===== src/rtl/reset_sequencer.sv =====
// Staged reset controller: holds the SoC in reset, waits for PLL lock, then
// releases flash, memory/peripheral and CPU domains in order. Restarts on
// lock loss, software request, or (optionally) watchdog expiry.
// Optional watchdog is built only when RESET_SEQ_WDT_EN is defined.
module reset_sequencer #(
  parameter int unsigned HOLD_CLOCKS  = 800,
  parameter int unsigned STAGE_GAP    = 16,
  parameter int unsigned LOCK_TIMEOUT = 4096,
  parameter int unsigned WDT_CLOCKS   = 1000000
) (
  input  logic clock48,
  input  logic reseted,
  input  logic pll_locked,
  input  logic sw_reset_req,
  output logic sw_reset_ack,
  input  logic wdt_kick,
  output logic resetn_flash,
  output logic resetn_mem,
  output logic resetn_cpu,
  output logic busy,
  output logic lock_fail,
  output logic wdt_fired
);

  localparam logic [2:0] HOLD      = 3'd0;
  localparam logic [2:0] WAIT_LOCK = 3'd1;
  localparam logic [2:0] REL_FLASH = 3'd2;
  localparam logic [2:0] REL_MEM   = 3'd3;
  localparam logic [2:0] RUN       = 3'd4;

  localparam logic [31:0] HOLD_LAST = HOLD_CLOCKS - 1;
  localparam logic [31:0] GAP_LAST  = STAGE_GAP - 1;
  localparam logic [31:0] LOCK_LAST = LOCK_TIMEOUT - 1;

  logic        lock_meta, lock_s;
  logic [2:0]  state_q, state_d;
  logic [31:0] cnt_q, cnt_d;
  logic        ack_d, lock_fail_d, wdt_fired_d;
  logic        wdt_expire;

  // Two-flop synchronizer for the asynchronous PLL lock
  always_ff @(posedge clock48 or posedge reseted) begin
    if (reseted) begin
      lock_meta <= 1'b0;
      lock_s    <= 1'b0;
    end else begin
      lock_meta <= pll_locked;
      lock_s    <= lock_meta;
    end
  end

`ifdef RESET_SEQ_WDT_EN
  localparam logic [31:0] WDT_LAST = WDT_CLOCKS - 1;

  logic [31:0] wdt_cnt_q, wdt_cnt_d;

  // A kick in the expiry cycle still rescues the system
  assign wdt_expire = (state_q == RUN) && !wdt_kick && (wdt_cnt_q == WDT_LAST);

  // Watchdog counts only while staying in RUN; held at zero elsewhere
  always_comb begin
    wdt_cnt_d = '0;
    if ((state_q == RUN) && (state_d == RUN)) begin
      wdt_cnt_d = wdt_kick ? '0 : wdt_cnt_q + 32'd1;
    end
  end

  // Watchdog counter register
  always_ff @(posedge clock48 or posedge reseted) begin
    if (reseted) begin
      wdt_cnt_q <= '0;
    end else begin
      wdt_cnt_q <= wdt_cnt_d;
    end
  end
`else
  logic unused_wdt;

  assign wdt_expire = 1'b0;
  // Watchdog not built: kick input and period are intentionally unused
  assign unused_wdt = wdt_kick ^ (WDT_CLOCKS == 32'd0);
`endif

  // Next-state, sticky-flag and acknowledge decode
  always_comb begin
    state_d     = state_q;
    ack_d       = 1'b0;
    lock_fail_d = lock_fail;
    wdt_fired_d = wdt_fired;
    case (state_q)
      HOLD: begin
        if (cnt_q == HOLD_LAST) state_d = WAIT_LOCK;
      end
      WAIT_LOCK: begin
        if (lock_s) begin
          state_d = REL_FLASH;
        end else if (cnt_q == LOCK_LAST) begin
          state_d     = HOLD;
          lock_fail_d = 1'b1;
        end
      end
      REL_FLASH: begin
        if (!lock_s) state_d = HOLD;
        else if (cnt_q == GAP_LAST) state_d = REL_MEM;
      end
      REL_MEM: begin
        if (!lock_s) state_d = HOLD;
        else if (cnt_q == GAP_LAST) state_d = RUN;
      end
      RUN: begin
        if (!lock_s) begin
          state_d = HOLD;
        end else if (sw_reset_req) begin
          state_d = HOLD;
          ack_d   = 1'b1;
        end else if (wdt_expire) begin
          state_d     = HOLD;
          wdt_fired_d = 1'b1;
        end
      end
      default: state_d = HOLD;
    endcase
    // Counter restarts from zero on every state entry
    cnt_d = (state_d != state_q) ? '0 : cnt_q + 32'd1;
  end

  // State, counter and outputs; outputs decoded from the next state
  always_ff @(posedge clock48 or posedge reseted) begin
    if (reseted) begin
      state_q      <= HOLD;
      cnt_q        <= '0;
      resetn_flash <= 1'b0;
      resetn_mem   <= 1'b0;
      resetn_cpu   <= 1'b0;
      busy         <= 1'b1;
      sw_reset_ack <= 1'b0;
      lock_fail    <= 1'b0;
      wdt_fired    <= 1'b0;
    end else begin
      state_q      <= state_d;
      cnt_q        <= cnt_d;
      resetn_flash <= (state_d == REL_FLASH) || (state_d == REL_MEM) || (state_d == RUN);
      resetn_mem   <= (state_d == REL_MEM) || (state_d == RUN);
      resetn_cpu   <= (state_d == RUN);
      busy         <= (state_d != RUN);
      sw_reset_ack <= ack_d;
      lock_fail    <= lock_fail_d;
      wdt_fired    <= wdt_fired_d;
    end
  end

endmodule

===== config.mk =====
export PLATFORM = sky130hd
export DESIGN_NAME = reset_sequencer
export DESIGN_NICKNAME = d
export VERILOG_FILES = /design/src/rtl/reset_sequencer.sv
export SDC_FILE = /design/constraint.sdc
export NUM_CORES = 1
export LEC_CHECK = 0
export ABC_CLOCK_PERIOD_IN_PS = 2850
export BUFFER_PORTS_ARGS = -buffer_cell sky130_fd_sc_hd__buf_2
export CORE_MARGIN = 3
export CORE_UTILIZATION = 54
export DETAILED_ROUTE_END_ITERATION = 10
export GPL_TIMING_DRIVEN = 0
export PLACE_DENSITY = 0.8
export SLEW_MARGIN = 20
export SYNTH_ARGS = -nofsm -noshare
export SYNTH_HDL_FRONTEND = slang
export SYNTH_SLANG_ARGS = --single-unit

===== constraint.sdc =====
create_clock -name clock48 -period 2.85 [get_ports clock48]
set_clock_uncertainty 0.2 [all_clocks]
set_input_delay 0.57 -clock clock48 [delete_from_list [all_inputs] [get_ports clock48]]
set_output_delay 0.57 -clock clock48 [all_outputs]
set_load 0.1 [all_outputs]

==> flow_summary_export.csv, run 1 <==
group,metric,value,unit
run_status,status,"finished clean",
timing,tns,0,ns
logic_synthesis,ys_types,38,
timing,hold_viol_final,0,
worst_setup_path,slowest_delay,0.53,ns
logic_synthesis,synth_edf_count,0,
layout,ff_latch_area,1080,µm²
clocking,cts-root-buf,"clkbuf_8",
timing,post-route-period-util,0.845,
worst_setup_path,critPathLaunchType,"flip-flop",
logic_synthesis,synth-seq-cells,43,
worst_setup_path,endpoint_kind,"flip-flop",
drt,drcViolationCount,0,
clocking,cts_tree,"built",
pwr,p_leak,1.10,nW
floorplanning,die_x,69.8,µm
global_routing,grt_pass1_vias,1696,
drt,dr.pass1.iters,4,
logic_synthesis,ys_warn_count,0,
clocking,hold_buffers,0,
clocking,htreeDepth,2,
worst_setup_path,arrival,2.37,ns
logic_synthesis,synth_top_area_frac,0.478,
logic_synthesis,syn_area,2200,µm²
run,max_cap_violations,0,
logic_synthesis,ys.flop_type,"dfrtp_1",
drt,vias,1693,
layout,fillers,302,
timing,min_period,2.41,ns
drt,first_iter_violations,194,
logic_synthesis,synth_cells,220,
placed_design,hpwl,2950,µm
floorplanning,die_height,69.8,µm
worst_setup_path,worstPathMaxFanout,10,
clocking,clkLatencyLatePin,0.30,ns
clocking,clockBufferDepth,2,
clocking,cts.clk_slew.worst_paths,0.08,ns
global_routing,grt_pass1_wl,7850,µm
layout,drive_above_1_share,0.151,
timing,timing.fmax,0.415,GHz
logic_synthesis,syn-num-nets,226,
drt,drt-vias-per-instance,5.92,
clocking,post_cts_resized,0,
layout,multi_input_area,1040,µm²
placed_design,gp_congestion,0.863,
logic_synthesis,avgSynthCellArea,10.0,µm²
logic_synthesis,async_flop_share,1.00,
clocking,cts.sinks,43,
floorplanning,row_count,22,
timing,maxSlewViolCount,0,
worst_setup_path,path_class,"reg2reg",
timing,worst_slew_pin_slew,0.699,ns
logic_synthesis,synth_area_leaders,"dfrtp_1, xor2_1, nor2_1",
layout,fin_area,2410,µm²
worst_setup_path,worstPathRequired,2.81,ns
global_routing,grt_max_degree,28,
worst_setup_path,cp_slowest_cell,"or4_1",
pwr,power.density_cell_area,467,nW/µm²
layout,fin_nets,243,
drt,detail-route-antenna-nets,0,
timing,setup_viol,0,
layout,syn_to_final_growth,9.72,%
drt,wirelength,4370,µm
logic_synthesis,synth_area_leader_cell,"dfrtp_1",
placed_design,postPlaceCellArea,2330,µm²
logic_synthesis,ys_seq_area_frac,0.489,
clocking,cts_setup_buffers,0,
pwr,peakVddDrop,376,µV
worst_hold_path,hp-class,"in2async",
global_routing,antenna_found_initial,0,
floorplanning,pin_count,12,
timing,relSlewSlack,0.530,
floorplanning,core_area,3800,µm²
global_routing,grt.overflow.total,0,
floorplanning,fp.dieArea,4880,µm²
floorplanning,start_util,0.579,
placed_design,io_buffers,9,
drt,wl_per_cell,15.3,µm
clocking,cts_buffers,5,
timing,rsz0062_at_grt,"no",
worst_setup_path,crit_chain,"or4_1 -> nor2_1 -> a21oi_1 -> o21bai_2 -> a221oi_1",
layout,antenna_cells,0,
global_routing,track_usage,0.202,
timing,timing.hold.ws,0.0345,ns
==> cell families after synthesis <==
family	count (synthesis)	share of synthesized area
compound gates	27	0.0904
other cells	1	0.00170
xor+xnor	29	0.115
flops	43	0.489
simple gates	102	0.255
fa+ha+maj	1	0.00568
buf+inv	17	0.0421
==> cell usage after synthesis, types with 2 or more instances <==
master	count
a211oi_1	8
a21oi_1	3
a31o_2	2
and2_1	3
and3_1	6
and4_1	4
buf_6	3
dfrtp_1	42
inv_1	11
nand2_1	12
nand3_1	10
nand4_1	17
nor2_1	30
nor3_1	7
nor4_1	4
nor4_2	2
o21ai_0	6
o22a_1	2
or4_1	2
xnor2_1	7
xor2_1	22
==> final timing paths <==
check / from / endpoint / slack, ns / depth (start not counted)
hold / removal: reseted / resetn_flash / 0.03 / 2
max in group asynchronous: reseted / cnt_q[26] / 1.94 / 3
hold reg to reg: lock_meta / lock_s / 0.16 / 0
setup reg to reg: cnt_q[12] / cnt_q[5] / 0.44 / 5
setup / recovery: cnt_q[12] / cnt_q[5] / 0.44 / 5
min in group clock48: lock_meta / lock_s / 0.16 / 0
==> stage by stage <==
step / std cells / util / worst slack (ns) / power (mW)
floorplan: 220 / - / 0.695 / 0.728
CTS: 286 / 0.634 / 0.458 / 1.14
global route: 286 / 0.636 / 0.293 / 1.17
global placement: 277 / 0.607 / 0.524 / 0.747
detailed placement: 278 / 0.612 / 0.475 / 0.753
finish: 286 / 0.636 / 0.442 / 1.13
==> power breakdown <==
| part | switching, mW | internal [mW] | total, mW | leakage (nW) |
|---|---|---|---|---|
| Combinational | 0.0506 | 0.0335 | 0.0841 | 0.464 |
| Sequential | 0.0284 | 0.631 | 0.659 | 0.588 |
| Clock | 0.216 | 0.168 | 0.384 | 0.0477 |
==> sequential cells by signal, summed over array words and instances (netlist names) <==
register and flops:
busy 1, cnt_q 32, lock_fail 1, lock_meta 1, lock_s 1, resetn_cpu 1
resetn_flash 1, resetn_mem 1, state_q 3, sw_reset_ack 1
==> metal layers <==
layer  GRT usage  wire, µm
met4      0.0915        85
met2       0.314      2110
met3      0.0449       155
met5           0         0
met1       0.268      2020
==> cells in the final DEF (no fill, tap or decap), types with 2 or more instances in the layout <==
| cell type | n |
|---|---|
| xnor2_1 | 7 |
| a31o_2 | 2 |
| a211oi_1 | 8 |
| nor4_1 | 4 |
| nand4_1 | 17 |
| nand3_1 | 10 |
| dfrtp_1 | 42 |
| nor3_1 | 6 |
| inv_1 | 10 |
| nor4_2 | 2 |
| a21oi_1 | 3 |
| xor2_1 | 22 |
| o22a_1 | 2 |
| clkinv_2 | 3 |
| clkbuf_8 | 5 |
| nand2_1 | 12 |
| nor2_1 | 30 |
| and3_1 | 6 |
| o21ai_0 | 6 |
| buf_2 | 10 |
| or4_1 | 2 |
| and2_1 | 3 |
| and4_1 | 4 |
| buf_6 | 3 |
==> critical path, delay by kind of cell, from the launching register on <==
kind	cells	cell delay [ns]
AO/OA/AOI/OAI	3	0.78
flip-flops	1	0.44
AND/OR/NAND/NOR	2	0.85
==> cell type report <==
| class | instances | share of cell area |
|---|---|---|
| clock buffers | 5 | 0.0285 |
| inverters | 11 | 0.0171 |
| repair buffers | 10 | 0.0269 |
| well taps | 48 | 0.0249 |
| plain buffers | 6 | 0.0212 |
| multi-input cells | 160 | 0.429 |
| flip-flops and latches | 43 | 0.446 |
| clock inverters | 3 | 0.00622 |
Note: power is estimated with default switching activity, not from simulation.
==> run 2: changes to the inputs <==
- ABC_AREA: default -> 1
- ABC_CLOCK_PERIOD_IN_PS: 2850 -> 2400
- clock period: 2.85 -> 2.4 ns (I/O delays scaled with it)
==> run 2 against run 1 <==
Synthesized cell count grew 43%. Critical path depth grew 6. Maximum frequency grew 9.2%. Hold slack gained 0.039 ns.
==> flow_summary_export.csv, run 2 <==
group,metric,value,unit
run_status,status,"finished clean",
pwr,power.density_cell_area,459,nW/µm²
clocking,cts_buffers,5,
timing,rsz0062_at_grt,"no",
global_routing,track_usage,0.209,
logic_synthesis,syn-num-nets,320,
logic_synthesis,synth_area_leaders,"dfrtp_1, nor2_1, nand2_1",
global_routing,grt.overflow.total,0,
floorplanning,fp.dieArea,5360,µm²
global_routing,grt_pass1_vias,1905,
global_routing,antenna_found_initial,0,
logic_synthesis,synth_area_leader_cell,"dfrtp_1",
layout,final_cell_mix,"nor2_1, nand2_1, dfrtp_1, inv_1, xor2_1",
drt,dr.pass1.iters,4,
drt,vias,2012,
worst_setup_path,worstPathMaxFanout,10,
drt,wl_per_cell,12.9,µm
drt,first_iter_violations,116,
worst_setup_path,rrSetupSlack,0.19,ns
clocking,htreeDepth,2,
floorplanning,die_x,73.2,µm
layout,fillers,355,
floorplanning,core_area,4170,µm²
pwr,swShare,0.235,
timing,timing.fmax,0.453,GHz
logic_synthesis,ys.flop_type,"dfrtp_1",
layout,largest_reg_flops,32,
clocking,post_cts_resized,0,
layout,fin_nets,338,
logic_synthesis,ys_seq_area_frac,0.442,
worst_setup_path,path_class,"reg2reg",
floorplanning,pin_count,12,
logic_synthesis,avgSynthCellArea,7.76,µm²
clocking,cts-root-buf,"clkbuf_8",
worst_setup_path,critPathLaunchType,"flip-flop",
pwr,clockPowerShare,0.380,
worst_setup_path,worstPathRequired,2.39,ns
placed_design,gp_congestion,0.931,
drt,wirelength,4930,µm
logic_synthesis,async_flop_share,1.00,
layout,antenna_cells,0,
pwr,seqPwrFrac,0.595,
timing,post-route-period-util,0.919,
worst_setup_path,endpoint_kind,"flip-flop",
logic_synthesis,yosysMostFrequentCell,"nor2_1",
placed_design,postPlaceCellArea,2560,µm²
logic_synthesis,synth-seq-cells,43,
worst_hold_path,hp-class,"in2reg",
clocking,cts_tree,"built",
timing,setup_viol,0,
placed_design,hpwl,3800,µm
pwr,pwr-share-comb,0.025,
timing,tns,0,ns
logic_synthesis,ys_types,28,
clocking,cts.clk_slew.worst_paths,0.08,ns
layout,syn_to_final_growth,9.29,%
logic_synthesis,synth_edf_count,0,
clocking,cts.sinks,43,
floorplanning,start_util,0.584,
placed_design,io_buffers,9,
logic_synthesis,synth_top_area_frac,0.431,
global_routing,grt_pass1_wl,8520,µm
timing,min_period,2.21,ns
pwr,p_leak,1.24,nW
worst_setup_path,arrival,2.20,ns
pwr,power.switching,287,µW
layout,top_regs,"cnt_q x32, state_q x3",
clocking,hold_buffers,1,
logic_synthesis,ys_warn_count,0,
logic_synthesis,synth_common_cells,"nor2_1, nand2_1, dfrtp_1",
layout,drive_above_1_share,0.156,
drt,drcViolationCount,0,
run,max_cap_violations,0,
logic_synthesis,synth_cells,314,
floorplanning,die_height,73.2,µm
global_routing,grt_max_degree,27,
pwr,p_int,935,µW
clocking,clkLatencyLatePin,0.31,ns
clocking,clockBufferDepth,2,
layout,regMostFlops,"cnt_q",
timing,maxSlewViolCount,0,
layout,layout_commonest_cell,"nor2_1",
drt,detail-route-antenna-nets,0,
timing,hold_viol_final,0,
logic_synthesis,syn_area,2440,µm²
pwr,peakVddDrop,368,µV
clocking,cts_setup_buffers,0,
pwr,total_power,1.22,mW
drt,drt-vias-per-instance,5.25,
layout,fin_area,2660,µm²
floorplanning,row_count,23,
run 2: cell count changes after synthesis, moves of 6 or more:
cell      previous run  this run
nand4_1             17         8
nor2_1              30        68
inv_1               11        35
nand2_1             12        64
nor2_2               0        16
and3_1               6         0
a211oi_1             8         0
run 2: final timing paths:
path	startpoint	endpoint	cells past startpoint
max	cnt_q[0]	cnt_q[6]	11
min	pll_locked	lock_meta	1
max reg2reg	cnt_q[0]	cnt_q[6]	11
min reg2reg	lock_meta	lock_s	0
max in group asynchronous	reseted	busy	4
min in group asynchronous	reseted	cnt_q[16]	3
run 2: metal layers:
metal  vias to the layer above  wire [µm]  GRT usage
met1                       938       2220      0.280
met2                        56       2320      0.331
met4                         0         89     0.0861
li1                       1010          -          -
met5                         -          0          0
met3                         8        297     0.0372
run 2: layout make-up:
type	instances	area [µm²]	share of cell area
timing repair buffer	11	75.1	0.0282
multi-input combinational	231	1180	0.443
tap	50	62.6	0.0235
inverter	36	135	0.0507
buffer	4	45.0	0.0169
clock inverter	3	20.0	0.00752
clock buffer	5	68.8	0.0258
sequential	43	1080	0.404
run 2: through the flow:
step | hold slack, ns | setup slack, ns | util | instances
after floorplan | 0.131 | 0.473 | - | 314
after global placement | 0.142 | 0.169 | 0.610 | 373
after detailed placement | 0.148 | 0.209 | 0.615 | 374
after CTS | 0.0667 | 0.189 | 0.638 | 383
after global routing | 0.0593 | 0.00323 | 0.638 | 383
final | 0.0736 | 0.195 | 0.638 | 383
run 2: cell families after synthesis:
kind of cell / count (synthesis) / share of synthesized area
other cells: 1 / 0.00154
compound gates: 8 / 0.0180
buf+inv: 40 / 0.0739
flops: 43 / 0.442
xor+xnor: 26 / 0.0934
simple gates: 195 / 0.366
fa+ha+maj: 1 / 0.00513
run 2: critical path, stage by stage (launching register included):
cell     delay, ns
dfrtp_1       0.39
ha_1          0.25
nand2_2       0.11
nor3_4        0.26
nand3_2       0.10
nor2_2        0.16
nor2_1        0.06
nor2_1        0.08
o21ai_1       0.08
nand2_2       0.18
buf_8         0.18
nor2_2        0.04
run 2: power groups by stage:
stage | Clock, mW | Combinational (mW) | Sequential [mW]
after CTS | 0.472 | 0.0323 | 0.727
final | 0.465 | 0.0310 | 0.727
after global placement | 0 | 0.0264 | 0.741
after detailed placement | 0 | 0.0315 | 0.741
after floorplan | 0 | 0.0202 | 0.741
after global routing | 0.509 | 0.0356 | 0.727
